`src/rtl/encoder_gate_scheduler_pkg.sv`:
```
`default_nettype none
`timescale 1ns/1ps
// ============================================================================
// Module   : encoder_pkg
// Brief    : Shared enums, defaults and width helper for the encoder blocks.
// Revision : 1.0 - initial release
// ============================================================================
package encoder_pkg;

    localparam int GATE_LEN_DEFAULT = 29;
    localparam int CW_DEFAULT       = 8;

    typedef enum logic [0:0] {
        IDLE = 1'b0,
        GATE = 1'b1
    } gate_state_t;

    typedef enum logic [0:0] {
        RD_IDLE = 1'b0,
        RD_SEND = 1'b1
    } rd_state_t;

    // Channel-index width; never narrower than one bit.
    function automatic int ch_w(input int n);
        return (n > 1) ? $clog2(n) : 1;
    endfunction

endpackage
`default_nettype wire

```
`src/rtl/encoder_gate_scheduler_if.sv`:
```
`default_nettype none
`timescale 1ns/1ps
// ============================================================================
// Module   : encoder_gate_scheduler_if
// Brief    : Control, encoder-input and valid/ready readout bundle.
// Revision : 1.0 - initial release
// ============================================================================
interface encoder_gate_scheduler_if
    import encoder_pkg::*;
#(
    parameter int NCH = 4,
    parameter int CW  = CW_DEFAULT,
    parameter int GW  = 8
);
    localparam int CH_W = ch_w(NCH);

    logic            ENABLE;
    logic [GW-1:0]   GATE_LEN;
    logic [NCH-1:0]  A;
    logic [CW-1:0]   DATA;
    logic [CH_W-1:0] CH;
    logic            SAT;
    logic            VALID;
    logic            READY;
    logic            FRAME_DONE;
    logic            OVERRUN;
    logic            OVR_CLR;

    modport slave (
        input  ENABLE, GATE_LEN, A, READY, OVR_CLR,
        output DATA, CH, SAT, VALID, FRAME_DONE, OVERRUN
    );

    modport master (
        output ENABLE, GATE_LEN, A, READY, OVR_CLR,
        input  DATA, CH, SAT, VALID, FRAME_DONE, OVERRUN
    );
endinterface
`default_nettype wire

```
`src/rtl/encoder_gate_scheduler_chan_counter.sv`:
```
`default_nettype none
`timescale 1ns/1ps
// ============================================================================
// Module   : encoder_chan_counter
// Brief    : Per-channel synchronizer, rising-edge detect, saturating counter.
// Revision : 1.0 - initial release
// ============================================================================
module encoder_chan_counter
    import encoder_pkg::*;
#(
    parameter int CW = CW_DEFAULT
) (
    input  wire logic          OUT_CLK,
    input  wire logic          RST,
    input  wire logic          i_a,
    input  wire logic          i_clear,
    input  wire logic          i_reload,
    output logic [CW-1:0]      o_count,
    output logic               o_sat
);
    localparam logic [CW-1:0] c_max = '1;

    logic          r_s1, r_s2, r_s3;
    logic [CW-1:0] r_cnt;
    logic          r_sat;
    logic          w_edge;

    assign w_edge  = r_s2 & ~r_s3;
    assign o_count = r_cnt;
    assign o_sat   = r_sat;

    always_ff @(posedge OUT_CLK or posedge RST) begin
        if (RST) begin
            r_s1  <= 1'b0;
            r_s2  <= 1'b0;
            r_s3  <= 1'b0;
            r_cnt <= '0;
            r_sat <= 1'b0;
        end else begin
            r_s1 <= i_a;
            r_s2 <= r_s1;
            r_s3 <= r_s2;
            if (i_clear) begin
                r_cnt <= '0;
                r_sat <= 1'b0;
            end else if (i_reload) begin
                // An edge in the window-end cycle opens the next window.
                r_cnt <= CW'(w_edge);
                r_sat <= 1'b0;
            end else if (w_edge) begin
                if (r_cnt == c_max) begin
                    r_sat <= 1'b1;
                end else begin
                    r_cnt <= r_cnt + 1'b1;
                end
            end
        end
    end
endmodule
`default_nettype wire

```
`src/rtl/encoder_gate_scheduler.sv`:
```
`default_nettype none
`timescale 1ns/1ps
// ============================================================================
// Module   : encoder_gate_scheduler
// Brief    : Shared gate-window sequencer with snapshot/shadow serial readout.
// Revision : 1.0 - initial release
// ============================================================================
module encoder_gate_scheduler
    import encoder_pkg::*;
#(
    parameter int NCH = 4,
    parameter int CW  = CW_DEFAULT,
    parameter int GW  = 8
) (
    input  wire logic                 OUT_CLK,
    input  wire logic                 RST,
    encoder_gate_scheduler_if.slave   bus
);
    localparam int              CH_W      = ch_w(NCH);
    localparam logic [CH_W-1:0] c_last_ch = CH_W'(NCH - 1);

    gate_state_t     r_gate_state, w_gate_next;
    rd_state_t       r_rd_state, w_rd_next;
    logic [GW-1:0]   r_tick, r_len_q;
    logic            w_win_end, w_cnt_clear;
    logic            w_last, w_load, w_adv, w_ovr_set;
    logic [CW-1:0]   w_cnt [NCH];
    logic [NCH-1:0]  w_sat;
    logic [CW-1:0]   r_shadow [NCH];
    logic [NCH-1:0]  r_shadow_sat;
    logic [CH_W-1:0] r_ch, w_ch_nxt;
    logic [CW-1:0]   r_data;
    logic            r_sat_out;
    logic            r_overrun;

    for (genvar gi = 0; gi < NCH; gi++) begin : g_chan
        encoder_chan_counter #(.CW(CW)) u_cnt (
            .OUT_CLK  (OUT_CLK),
            .RST      (RST),
            .i_a      (bus.A[gi]),
            .i_clear  (w_cnt_clear),
            .i_reload (w_win_end),
            .o_count  (w_cnt[gi]),
            .o_sat    (w_sat[gi])
        );
    end

    always_ff @(posedge OUT_CLK or posedge RST) begin
        if (RST) begin
            r_gate_state <= IDLE;
            r_rd_state   <= RD_IDLE;
        end else begin
            r_gate_state <= w_gate_next;
            r_rd_state   <= w_rd_next;
        end
    end

    // Dropping ENABLE takes priority over a coincident window end.
    always_comb begin
        w_gate_next = r_gate_state;
        w_win_end   = 1'b0;
        w_cnt_clear = 1'b0;
        case (r_gate_state)
            IDLE: begin
                w_cnt_clear = 1'b1;
                if (bus.ENABLE) w_gate_next = GATE;
            end
            GATE: begin
                if (!bus.ENABLE) begin
                    w_gate_next = IDLE;
                    w_cnt_clear = 1'b1;
                end else if (r_tick == r_len_q) begin
                    w_win_end = 1'b1;
                end
            end
            default: w_gate_next = IDLE;
        endcase
    end

    always_comb begin
        w_rd_next = r_rd_state;
        w_last    = 1'b0;
        w_load    = 1'b0;
        w_adv     = 1'b0;
        case (r_rd_state)
            RD_IDLE: begin
                if (w_win_end) begin
                    w_load    = 1'b1;
                    w_rd_next = RD_SEND;
                end
            end
            RD_SEND: begin
                w_last = bus.READY && (r_ch == c_last_ch);
                if (w_last) begin
                    w_load    = w_win_end;
                    w_rd_next = w_win_end ? RD_SEND : RD_IDLE;
                end else if (bus.READY) begin
                    w_adv = 1'b1;
                end
            end
            default: w_rd_next = RD_IDLE;
        endcase
    end

    assign w_ovr_set = w_win_end && (r_rd_state == RD_SEND) && !w_last;
    assign w_ch_nxt  = r_ch + 1'b1;

    always_ff @(posedge OUT_CLK or posedge RST) begin
        if (RST) begin
            r_tick  <= '0;
            r_len_q <= '0;
        end else if (w_cnt_clear) begin
            r_tick <= '0;
            if (bus.ENABLE) r_len_q <= bus.GATE_LEN;
        end else if (w_win_end) begin
            r_tick  <= '0;
            r_len_q <= bus.GATE_LEN;
        end else begin
            r_tick <= r_tick + 1'b1;
        end
    end

    always_ff @(posedge OUT_CLK or posedge RST) begin
        if (RST) begin
            for (int i = 0; i < NCH; i++) r_shadow[i] <= '0;
            r_shadow_sat <= '0;
            r_ch         <= '0;
            r_data       <= '0;
            r_sat_out    <= 1'b0;
            r_overrun    <= 1'b0;
        end else begin
            if (w_load) begin
                for (int i = 0; i < NCH; i++) r_shadow[i] <= w_cnt[i];
                r_shadow_sat <= w_sat;
                r_ch         <= '0;
                r_data       <= w_cnt[0];
                r_sat_out    <= w_sat[0];
            end else if (w_adv) begin
                r_ch      <= w_ch_nxt;
                r_data    <= r_shadow[w_ch_nxt];
                r_sat_out <= r_shadow_sat[w_ch_nxt];
            end
            if (w_ovr_set) begin
                r_overrun <= 1'b1;
            end else if (bus.OVR_CLR) begin
                r_overrun <= 1'b0;
            end
        end
    end

    assign bus.DATA       = r_data;
    assign bus.CH         = r_ch;
    assign bus.SAT        = r_sat_out;
    assign bus.VALID      = (r_rd_state == RD_SEND);
    assign bus.FRAME_DONE = w_last;
    assign bus.OVERRUN    = r_overrun;
endmodule
`default_nettype wire
```
`src/flat_wrapper.sv`:
```
// flat-port wrapper written by rule: the top's interface ports become plain ports
module encoder_gate_scheduler_flat import encoder_pkg::*;
#(
    parameter int NCH = 4,
    parameter int CW  = CW_DEFAULT,
    parameter int GW  = 8
)
  (OUT_CLK, RST, bus_ENABLE, bus_GATE_LEN, bus_A, bus_READY, bus_OVR_CLR, bus_DATA, bus_CH, bus_SAT, bus_VALID, bus_FRAME_DONE, bus_OVERRUN);
  encoder_gate_scheduler_if #(.NCH(NCH), .CW(CW), .GW(GW)) bus_i ();
  input  wire logic OUT_CLK;
  input  wire logic RST;
  input wire logic [$bits(bus_i.ENABLE)-1:0] bus_ENABLE;
  input wire logic [$bits(bus_i.GATE_LEN)-1:0] bus_GATE_LEN;
  input wire logic [$bits(bus_i.A)-1:0] bus_A;
  input wire logic [$bits(bus_i.READY)-1:0] bus_READY;
  input wire logic [$bits(bus_i.OVR_CLR)-1:0] bus_OVR_CLR;
  output wire logic [$bits(bus_i.DATA)-1:0] bus_DATA;
  output wire logic [$bits(bus_i.CH)-1:0] bus_CH;
  output wire logic [$bits(bus_i.SAT)-1:0] bus_SAT;
  output wire logic [$bits(bus_i.VALID)-1:0] bus_VALID;
  output wire logic [$bits(bus_i.FRAME_DONE)-1:0] bus_FRAME_DONE;
  output wire logic [$bits(bus_i.OVERRUN)-1:0] bus_OVERRUN;
  assign bus_i.ENABLE = bus_ENABLE;
  assign bus_i.GATE_LEN = bus_GATE_LEN;
  assign bus_i.A = bus_A;
  assign bus_i.READY = bus_READY;
  assign bus_i.OVR_CLR = bus_OVR_CLR;
  assign bus_DATA = bus_i.DATA;
  assign bus_CH = bus_i.CH;
  assign bus_SAT = bus_i.SAT;
  assign bus_VALID = bus_i.VALID;
  assign bus_FRAME_DONE = bus_i.FRAME_DONE;
  assign bus_OVERRUN = bus_i.OVERRUN;
  encoder_gate_scheduler #(.NCH(NCH), .CW(CW), .GW(GW)) u_core (.OUT_CLK(OUT_CLK), .RST(RST), .bus(bus_i));
endmodule
```
`config.mk`:
```
export PLATFORM = sky130hd
export DESIGN_NAME = encoder_gate_scheduler_flat
export DESIGN_NICKNAME = d
export VERILOG_FILES = /design/src/rtl/encoder_gate_scheduler_pkg.sv /design/src/rtl/encoder_gate_scheduler_if.sv /design/src/rtl/encoder_gate_scheduler_chan_counter.sv /design/src/rtl/encoder_gate_scheduler.sv /design/src/flat_wrapper.sv
export SDC_FILE = /design/constraint.sdc
export NUM_CORES = 1
export LEC_CHECK = 0
export ABC_AREA = 1
export BUFFER_PORTS_ARGS = -buffer_cell sky130_fd_sc_hd__buf_2
export CAP_MARGIN = 10
export CORE_MARGIN = 8
export CORE_UTILIZATION = 50
export CTS_CLUSTER_DIAMETER = 200
export DETAILED_ROUTE_END_ITERATION = 8
export PLACE_DENSITY = 0.73
export SETUP_SLACK_MARGIN = 0.1
export SYNTH_ARGS = -nofsm -noshare
export SYNTH_HDL_FRONTEND = slang
export SYNTH_SLANG_ARGS = --single-unit
```
`constraint.sdc`:
```
create_clock -name OUT_CLK -period 6.1 [get_ports OUT_CLK]
set_input_delay 0.61 -clock OUT_CLK [delete_from_list [all_inputs] [get_ports OUT_CLK]]
set_output_delay 0.61 -clock OUT_CLK [all_outputs]
set_load 0.01 [all_outputs]
```
## Word level (Yosys, flattened, before mapping)

Cells that the tools add are included.

| word-level totals | value |
|---|---|
| register bits | 114 |
| output and inout bits | 14 |

| operators by class | value |
|---|---|
| $add $sub $neg | 6 |
| order comparisons | 2 |
| equality and inequality tests | 11 |
| mux-type cells | 65 |
| bitwise gates (word level) | 11 |
| reductions and logical operators | 24 |

Operator list:

| cell | number |
|---|---|
| $mux 8 | 25 |
| $add 8x1->8 const B | 5 |
| $mux 1 | 33 |
| $eq 8x8->1 const B | 4 |
| $reduce_bool 3->1 | 8 |
| $reduce_and 2->1 | 9 |
| $bmux 8 s2 | 1 |
| $ne 3x1->1 const B | 3 |
| $eq 8x8->1 | 1 |
| $not 1->1 | 6 |
| $pmux 1 s2 | 3 |
| $reduce_bool 2->1 | 3 |
| $and 1x1->1 | 4 |
| $mux 2 | 2 |
| $ge 3x3->1 const B | 1 |
| $logic_and 1x1->1 | 3 |
| $lt 2x3->1 const B | 1 |
| $ne 3x2->1 const B | 1 |
| $not 2->3 | 1 |
| $add 2x1->2 const B | 1 |
| $bmux 1 s2 | 1 |
| $eq 2x2->1 const B | 1 |
| $ne 2x2->1 const B | 1 |
| $logic_not 1->1 | 1 |

## Logic depth before layout (Yosys ltp)

Gate-level depths: netlist of the first run.

| depth | value |
|---|---|
| depth in word-level cells | 7 |
| gate-level depth with buffers | 11 |
| gate-level depth less buffers | 11 |

## By module

From an unflattened synthesis of the first run, not the netlist that was laid out.

| second synthesis, totals | value |
|---|---|
| cell total of the unflattened synthesis | 761 |
| area total of the unflattened synthesis | 5962.0 µm² |

Modules (own cells, without submodules):

| module | times used | cells each | area an instance (µm²) |
|---|---|---|---|
| encoder_gate_scheduler | 1 | 406 | 3233.1 |
| encoder_chan_counter at u_core.g_chan[0].u_cnt ... | 3 | 89 | 690.7 |
| encoder_chan_counter at u_core.g_chan[2].u_cnt | 1 | 88 | 656.9 |

## Least setup slack after synthesis of the first run

Ideal clock, no wire load.

| timing | value |
|---|---|
| kind | input-to-reg |
| start | input bus_ENABLE |
| end | register u_core.r_shadow[11] in the netlist's numbering |
| data arrival time | 1.531 ns |
| data required time | 5.981 ns |
| slack | 4.450 ns |
| stages on the path | 10 |
| cell sequence | nand2_2 > clkinv_4 > nand2_4 > nor2_4 > nand3_4 > nor2_8 > nand2_4 > buf_6 > nand2_2 > o21ai_2 |

| on the way | value |
|---|---|
| longest elaborated chain between the ends | 4 |
| elaborated cells on any way between the ends | 5 |
| those cells by class | mux (5) |

RTL lines:

| element | RTL line | text |
|---|---|---|
| start, declared | flat_wrapper.sv:12 | `input wire logic [$bits(bus_i.ENABLE)-1:0] bus_ENABLE;` |
| $mux 1 * | encoder_gate_scheduler.sv:69 | `if (!bus.ENABLE) begin` |
| $mux 1 * | encoder_gate_scheduler.sv:63 | `case (r_gate_state)` |
| $mux 1 (on tied branches) | encoder_gate_scheduler.sv:94, encoder_gate_scheduler.sv:87 |  |
| $pmux 1 s2 * | encoder_gate_scheduler.sv:85 | `case (r_rd_state)` |
| end, declared | encoder_gate_scheduler.sv:29 | `logic [CW-1:0] r_shadow [NCH];` |

Every way passes the cells marked *; elsewhere a longest branch is shown, timed or not.
A chain may end at the register's enable or synchronous reset.

## Final worst setup path of the first run

| timing | value |
|---|---|
| start | register u_core.r_ch[0] (netlist: u_core.bus.CH[0]) |
| end | register u_core.r_ch[1] (netlist: u_core.bus.CH[1]) |

| on the way | value |
|---|---|
| longest elaborated chain between the ends | 5 |
| elaborated cells on any way between the ends | 10 |
| those cells by class | add/sub (1); eq/ne (1); mux (6); reduce/logical (2) |

RTL lines:

| element | RTL line | text |
|---|---|---|
| start, declared | encoder_gate_scheduler.sv:31 | `logic [CH_W-1:0] r_ch, w_ch_nxt;` |
| start signal, assigned | encoder_gate_scheduler.sv:139 | `r_ch <= w_ch_nxt;` |
| $eq 2x2->1 | encoder_gate_scheduler.sv:93 | `w_last = bus.READY && (r_ch == c_last_ch);` |
| $logic_and 1x1->1 | encoder_gate_scheduler.sv:93 |  |
| $mux 1 | encoder_gate_scheduler.sv:94 | `if (w_last) begin` |
| $pmux 1 s2 / $mux 1 (equally long branches) | encoder_gate_scheduler.sv:85 |  |
| $mux 2 / $reduce_bool 2->1 (equally long branches) | - |  |

Several ways; a longest one is shown, not always the timed one. The select of a mux whose other input is x is not followed.

==> metrics.txt, run 1 <==
RD Place Congestion about 0.86; Post-CTS Setup Bufs 0; Worst R2R Path Depth 6; Die X 122 um; Detailed Route Iter0 Violations about 390; required time worst endpoint 6.56 ns; unrepaired setup endpoints after global routing false; design area 6440 sq um; P_int between 1.5 and 2 mW; share of cells above drive strength 1 18.8%; max-slew violation count 0; Crit path arrival time 3.15 ns; Fin Setup TNS 0 ns; Hold Path Class in2reg; Routed WL per cell 15.0 um; CTS buffer count 17; Fin. Hold Viols 0; Post-Synthesis Cells 655; num rows 38; pre-CTS WS roughly 3.5 ns; Setup CP Type reg2reg; HPWL Detailed 8700 um; Max clock buf depth 2; Syn Nets 678; nets 708; clock latency on the worst-skew pair 0.52 ns; Initial Util 51.4%; Avg Cell Area, Syn 8.55 sq um; PwrDens approximately 360 nW/um^2; area leader, netlist dfrtp_1; post-synthesis cell area 5600 sq um; CP max FO 30; Clock transition at path regs approximately 0.06 ns; core area 10,900 sq um; reg2reg setup slack 3.41 ns; residual DRC count 0; first-pass GRT wire length about 21,000 um; WHS 0.191 ns; CTS sink count 114; FMAX 372 MHz; sequential share of power 37.2%; sw frac 28.3%; YS warnings 0; Max Cap Violations 0; IR drop worst, VDD between 0.15 and 0.2 mV; largest net degree at the start of global routing 73; dpl cell area 5790 sq um; Final setup viols 0; relative slew slack 34.0%; Root Buffer Master clkbuf_8; Detailed Routing Iterations Pass 1 5; clock skew after layout 0.00682 ns; LEAKAGE ~3.2 nW; #FFs+latches synth 114; Async SR Flop Fraction 100%; initial antenna violation count 0; Reg-to-Reg Start u_core.bus.CH[0]; final critical-path required period 2.69 ns; antenna-violating nets left 0; sequential-to-total area share from yosys stat 50.9%; total track usage 17.8%; vias in the first global route 4,251; Post-synth top flop dfrtp_1; Die H around 120 um; I/O pins 31; startpoint class of the critical path flip-flop; vias after detailed routing 4,422; total global routing overflow 0; status complete, no violations; Logic pwr share 16.8%; CP Capture Type flip-flop; commonest non-fill, non-tap cell in the layout nand2_1; capturing point of the worst reg2reg path u_core.bus.CH[1]; crit path to u_core.bus.CH[1]; Post-synth EDFFs 0; Vias/cell ~5.3; post_cts resized 0; IO buf count 30; post-synth top area share between 50% and 60%; Antenna diodes 0; Tcrit/Tclk final between 40% and 50%; final setup margin 3.41 ns; worst-margin pin slew 0.983 ns; Die Footprint between 10,000 and 15,000 sq um; Post-CTS Hold Buffers 0; commonest cells after routing, fill and taps aside nand2_1 (139), dfrtp_1 (114), inv_1 (72); top post-synthesis cells by area dfrtp_1 (51%), nand2_1 (9.3%), nand3_1 (5.3%), inv_1 (4.9%), nor2_1 (4.2%); Switch Pwr 666 uW; synthesis-to-layout area growth 15.0%; Critical Path Source u_core.bus.CH[0]; clock group share of total power a little under half; synth unique cells 37; WL final ~13,000 um; H-tree depth 4; CTS tree done
[power groups by stage]
stage               Combinational [mW]  Sequential (mW)  Clock, mW
CTS                              0.395            0.875       1.09
detailed placement               0.392            0.888          0
floorplan                        0.287            0.875          0
global route                     0.442            0.884       1.13
finish                           0.395            0.875       1.08
global placement                 0.387            0.885          0
[Yosys cell counts, types with 8 or more instances]
master   count
a21oi_1     19
dfrtp_1    114
inv_1       73
inv_2        8
nand2_1    139
nand2_2     21
nand3_1     59
nand4_1     10
nor2_1      63
nor3_1      10
o21ai_0     34
o21ai_1     15
o21ai_2     20
xor2_1       9
[metrics by stage]
| step | power [mW] | util (%) | cells |
|---|---|---|---|
| after floorplan | 1.16 | - | 655 |
| after global placement | 1.27 | 53.2 | 806 |
| after detailed placement | 1.28 | 53.2 | 806 |
| after CTS | 2.36 | 59.1 | 838 |
| after global routing | 2.45 | 59.1 | 838 |
| final | 2.35 | 59.1 | 838 |
[layout make-up]
class / count / area (sq um)
well taps: 140 / 175
repair buffers: 31 / 158
clock buffers: 20 / 445
multi-input cells: 438 / 2280
inverters: 83 / 320
clock inverters: 12 / 203
fillers: 948 / 4450
flip-flops and latches: 114 / 2850
[worst max-delay path, stage by stage, from the launching register on]
cell     delay (ns)
dfrtp_1        0.64
ha_1           0.35
nor3_1         0.81
inv_1          0.42
o21ai_0        0.27
nand2_1        0.07
inv_1          0.06
[registers in the layout, summed over array words and instances, names as in the netlist]
signal	flops
u_core.g_chan.u_cnt.r_s1	4
u_core.bus.CH	2
u_core.g_chan.u_cnt.r_s3	4
u_core.r_len_q	8
u_core.bus.SAT	1
u_core.r_shadow_sat	4
u_core.bus.OVERRUN	1
u_core.r_gate_state	1
u_core.bus.VALID	1
u_core.g_chan.u_cnt.o_count	32
u_core.g_chan.u_cnt.o_sat	4
u_core.r_shadow	32
u_core.r_tick	8
u_core.bus.DATA	8
u_core.g_chan.u_cnt.r_s2	4
[layer usage]
layer,vias to the layer above,track usage (%),share of wire (%)
met1,2141,23.1,47
met2,100,27.1,46
met4,0,8.56,2.6
met3,23,4.77,4.4
met5,-,0,0
li1,2158,-,-
[kinds of logic after synthesis]
| logic type | share of synthesized area, % |
|---|---|
| AOI/OAI and AO/OA | 10.4 |
| xor gates and xnor gates | 1.72 |
| adders and majority gates | 1.34 |
| buffers and inverters | 8.25 |
| DFF | 50.9 |
| and+or+nand+nor | 27.4 |
[worst min-delay path by stage]
stage,from,end,slack [ns],cells past startpoint
final,bus_A[2],u_core.g_chan[2].u_cnt.r_s1,0.19,1
after global routing,bus_A[1],u_core.g_chan[1].u_cnt.r_s1,0.17,1
after CTS,bus_A[1],u_core.g_chan[1].u_cnt.r_s1,0.17,1
after detailed placement,u_core.g_chan[3].u_cnt.r_s1,u_core.g_chan[3].u_cnt.r_s2,0.34,0
after global placement,u_core.g_chan[3].u_cnt.r_s1,u_core.g_chan[3].u_cnt.r_s2,0.33,0
after floorplan,u_core.g_chan[0].u_cnt.r_s1,u_core.g_chan[0].u_cnt.r_s2,0.33,0
Note: power is estimated with default switching activity, not from simulation.
==> inputs of run 2 (changes only) <==
Clock period 6.1 ns to 2.51 ns, I/O delays scaled along.
==> run 2 against run 1 <==
Compared with the run above:
- sequential cell count did not move
- die area unchanged
- first-iteration DRC count fell by 20%
- critical path type unchanged
==> metrics.txt, run 2 (same netlist as run 1, synthesis figures left out) <==
first-pass GRT wire length 21,000 um (+1.2%); Antenna diodes 0 (unchanged); Fin. Hold Viols 0 (unchanged); vias in the first global route 4,339 (+2.1%); WL final 12,300 um (-2.5%); Setup CP Type reg2reg; CTS buffer count 17 (unchanged); I/O pins 31 (unchanged); Detailed Route Iter0 Violations 316 (-20%); status complete, no violations; CP max FO 46 (+53%); Max Cap Violations 0 (unchanged); worst-margin pin slew 0.640 ns (-0.343 ns); Die X 122 um (unchanged); Tot Pwr 5.43 mW (+130%); LEAKAGE 3.23 nW (+1.7%); IO buf count 30 (unchanged); max-slew violation count 0 (unchanged); Crit path arrival time 2.39 ns (-0.76 ns); IR drop worst, VDD 0.603 mV (+220%); RD Place Congestion 0.854 (-0.27%); capturing point of the worst reg2reg path u_core.r_shadow[7]; Tcrit/Tclk final 80.0% (+36 points); Hold Path Class in2reg; pre-CTS WS 0.569 ns (-2.90 ns); Root Buffer Master clkbuf_8; FMAX 498 MHz (+34%); hold path cells 4 (+3); commonest cells after routing, fill and taps aside nand2_1 (139), dfrtp_1 (114), inv_1 (72); Initial Util 51.4% (unchanged); total global routing overflow 0 (unchanged); Final setup viols 0 (unchanged); antenna-violating nets left 0 (unchanged); PwrDens 828 nW/um^2 (+130%); Routed WL per cell 14.4 um (-4.2%); Detailed Routing Iterations Pass 1 5 (unchanged); core area 10,900 sq um (unchanged); HPWL Detailed 8380 um (-3.7%); Vias/cell 5.25 (-0.45%); largest net degree at the start of global routing 115 (+58%); worst min-delay path startpoint bus_READY; share of cells above drive strength 1 18.2% (-0.54 points); clock latency on the worst-skew pair 0.52 ns (about the same); relative slew slack 57.3% (+23 points); Clock transition at path regs 0.05 ns (about the same); initial antenna violation count 0 (unchanged); clock skew after layout 0.00807 ns (+0.00126 ns); H-tree depth 4 (unchanged); final critical-path required period 2.01 ns (-0.679 ns); nets 726 (+2.5%); Fin Setup TNS 0 ns (unchanged); Max clock buf depth 2 (unchanged); vias after detailed routing 4,481 (+1.3%); commonest non-fill, non-tap cell in the layout nand2_1; Die H 122 um (unchanged); startpoint class of the critical path flip-flop; num rows 38 (unchanged); synthesis-to-layout area growth 17.1%; CTS sink count 114 (unchanged); CTS tree done; Die Footprint 14,800 sq um (unchanged); required time worst endpoint 2.89 ns (-3.67 ns); CP Capture Type flip-flop; Hold Path Sink u_core.bus.VALID; Worst R2R Path Depth 8 (+2); residual DRC count 0 (unchanged); reg2reg setup slack 0.50 ns (-2.91 ns); total track usage 17.8% (+0.030 points); final setup margin 0.502 ns (-2.91 ns); Reg-to-Reg Start u_core.r_tick[2]; unrepaired setup endpoints after global routing false
-- run 2: how the worst max path moves through the flow --
stage                           startpoint                  to  slack, ns  depth (start not counted)
final                     u_core.r_tick[2]  u_core.r_shadow[7]       0.50                          8
after global routing      u_core.r_tick[2]  u_core.r_shadow[7]       0.36                          8
after floorplan                        RST    u_core.bus.CH[0]       0.87                          1
after CTS                 u_core.r_tick[2]  u_core.r_shadow[7]       0.54                          8
after detailed placement  u_core.r_tick[2]  u_core.r_shadow[7]       0.57                          8
after global placement    u_core.r_tick[2]  u_core.r_shadow[5]       0.65                          8
-- run 2: timing repair --
item	in CTS	in global routing
buffers inserted	0	0
endpoints found under the hold margin	128	0
hold buffers	15	0
resized for setup	0	0
-- run 2: metal layers --
metal	GRT usage (%)	wire [um]	vias up
li1	-	-	2211
met1	23.2	5660	2127
met2	27.3	5700	115
met3	4.58	598	28
met4	8.48	302	0
met5	0	0	-
-- run 2: area by class of cell --
cell class / instances / area, sq um
fill: 913 / 4330
sequential: 114 / 2850
multi-input combinational: 438 / 2280
clock buffer: 25 / 504
timing repair buffer: 49 / 343
inverter: 83 / 322
tap: 140 / 175
clock inverter: 4 / 72.6
-- run 2: critical path: stages (launching register included) --
cell and delay (ns):
dfrtp_1 0.43, nand2_1 0.15, nand2_1 0.07, nor2_1 0.14
nand2_2 0.12, nor2_8 0.25, nand2_4 0.39, nand2_1 0.21
o21ai_2 0.07
-- run 2: stage by stage --
step                      cells  hold slack, ns  instance area [sq um]  utilization [%]
after floorplan             655           0.282                   5600                -
after global placement      809           0.332                   5830             53.5
after detailed placement    809           0.339                   5830             53.5
after CTS                   853           0.217                   6550             60.2
after global routing        853           0.284                   6550             60.2
final                       853           0.245                   6550             60.2
-- run 2: power by group --
part	leakage, nW	internal (mW)	switching (mW)	total, mW
Clock	0.282	1.55	0.784	2.34
Combinational	1.44	0.364	0.654	1.02
Sequential	1.50	1.99	0.0798	2.07
==> inputs of run 3 (changes only) <==
Settings changed: PLACE_DENSITY 0.73 to 0.76.
Clock period 2.51 ns to 1.8 ns, I/O delays scaled along.
==> run 3 against run 2 <==
Compared with the run above:
- combinational power is 58% higher
- via count is 6.8% higher
- sequential share of layout area is 3.8 points lower
- die area stayed put
- worst setup slack worse by 0.44 ns
- count of clock-buffer cells in the layout is 7 lower
- final area is 9.5% higher
- cell count is 3.8% higher
- first-iteration DRC count is 24% higher
- highest routed layer unchanged
==> metrics.txt, run 3 (same netlist as run 1, synthesis figures left out) <==
status complete, no violations; IO buf count 30 (unchanged); Hold Path Class in2reg; Detailed Route Iter0 Violations 391 (+24%); met3 wire length 824 um (+38%); required time worst endpoint 2.21 ns (-0.68 ns); dpl cell area 5930 sq um (+1.8%); Vias/cell 5.41 (+2.9%); Tot Pwr 8.13 mW (+50%); largest net degree at the start of global routing 115 (unchanged); synthesis-to-layout area growth 28.2%; Antenna diodes 0 (unchanged); final critical-path required period 1.74 ns (-0.269 ns); unrepaired setup endpoints after global routing true; total track usage 17.9% (+0.073 points); top layer in use met4; max-slew violation count 0 (unchanged); utilization after layout 65.9% (+5.7 points); commonest cells after routing, fill and taps aside nand2_1 (130), dfrtp_1 (113), inv_1 (72); num rows 38 (unchanged); initial antenna violation count 0 (unchanged); worst-margin pin slew 0.610 ns (-0.0300 ns); Crit path arrival time 2.15 ns (-0.24 ns); CTS tree done; commonest non-fill, non-tap cell in the layout nand2_1; residual DRC count 0 (unchanged); wire length on met2 6990 um (+23%); vias in the first global route 4,451 (+2.6%); Detailed Routing Iterations Pass 1 5 (unchanged); design area 7180 sq um (+9.5%); Max Cap Violations 0 (unchanged); share of cells above drive strength 1 26.6% (+8.3 points); CP max FO 8 (-83%); HPWL Detailed 8640 um (+3.0%); WL final 14,200 um (+15%); antenna-violating nets left 0 (unchanged); startpoint class of the critical path flip-flop; Root Buffer Master clkbuf_8; H-tree depth 4 (unchanged); Worst R2R Path Depth 10 (+2); CP Capture Type flip-flop; Routed WL per cell 16.0 um (+11%); CTS buffer count 17 (unchanged); FMAX 575 MHz (+15%); Post-Layout Cell Count 885 (+3.8%); vias after detailed routing 4,785 (+6.8%); Initial Util 51.4% (unchanged); IR drop worst, VDD 1.12 mV (+85%); RD Place Congestion 0.862 (+0.94%); clock latency on the worst-skew pair 0.52 ns (about the same); relative slew slack 59.3% (+2.0 points); Die H 122 um (unchanged); clock skew after layout 0.00742 ns (-0.000659 ns); total global routing overflow 0 (unchanged); core area 10,900 sq um (unchanged); Fin Setup TNS 0 ns (unchanged); Die X 122 um (unchanged); Inst Count DP 818 (+1.1%); WHS 0.208 ns (-0.0362 ns); worst min-delay path startpoint bus_READY; first-pass GRT wire length 21,300 um (+1.3%); I/O pins 31 (unchanged); Clock transition at path regs 0.06 ns (about the same); PwrDens 1130 nW/um^2 (+37%); hold path cells 6 (+2); LEAKAGE 3.48 nW (+7.6%); capturing point of the worst reg2reg path u_core.g_chan[1].u_cnt.o_count[2]; Reg-to-Reg Start u_core.r_tick[5]; Setup CP Type reg2reg; CTS sink count 114 (unchanged); Max clock buf depth 2 (unchanged); M1 WL 6020 um (+6.3%); final setup margin 0.0608 ns (-0.441 ns); pre-CTS WS 0.129 ns (-0.440 ns); Tcrit/Tclk final 96.6% (+17 points); Fin. Hold Viols 0 (unchanged); reg2reg setup slack 0.06 ns (-0.44 ns); Die Footprint 14,800 sq um (unchanged); Final setup viols 0 (unchanged); Hold Path Sink u_core.bus.DATA[1]; nets 755 (+4.0%)
## run 3: area by class of cell
type	instances	area, sq um
clock inverters	14	211
inverters	83	328
clock buffers	18	428
fillers	785	3710
multi-input cells	438	2490
repair buffers	78	691
well taps	140	175
flip-flops and latches	114	2850
## run 3: worst max-delay path: stages (launching register included)
cell and delay, ns:
dfrtp_1 0.43, inv_2 0.09, nand2_4 0.09, nand2_4 0.06
nor2_4 0.11, nand2_2 0.08, nor2_4 0.22, nand2_8 0.15
nand2_8 0.16, clkbuf_16 0.19, nor3b_2 0.05
## run 3: routing by layer
metal / global-route usage (%) / up-vias
met5: 0 / -
met4: 7.40 / 0
met3: 3.56 / 32
met2: 28.5 / 170
met1: 23.4 / 2325
li1: - / 2258
## run 3: worst max path at each step
| stage | startpoint | to | slack, ns | depth (start not counted) |
|---|---|---|---|---|
| floorplan | u_core.bus.CH[0] | u_core.bus.DATA[7] | 0.17 | 7 |
| global placement | u_core.g_chan[0].u_cnt.o_count[0] | u_core.g_chan[0].u_cnt.o_count[5] | 0.16 | 8 |
| detailed placement | u_core.g_chan[0].u_cnt.o_count[0] | u_core.g_chan[0].u_cnt.o_count[7] | 0.13 | 8 |
| CTS | u_core.r_tick[5] | u_core.g_chan[3].u_cnt.o_count[1] | 0.10 | 10 |
| global route | u_core.r_tick[5] | u_core.bus.DATA[5] | 0.01 | 10 |
| finish | u_core.r_tick[5] | u_core.g_chan[1].u_cnt.o_count[2] | 0.06 | 10 |
## run 3: what timing repair did
item | in CTS | in global routing
endpoints found under the hold margin | 128 | 0
resized for setup | 0 | 57
setup buffers | 0 | 15
setup endpoints to repair | 0 | 83
hold buffers | 15 | 0
## run 3: report_power, final
group          internal (mW)  switching [mW]
sequential              2.78           0.122
clock                   2.42            1.20
combinational          0.591            1.02
total                   5.79            2.34
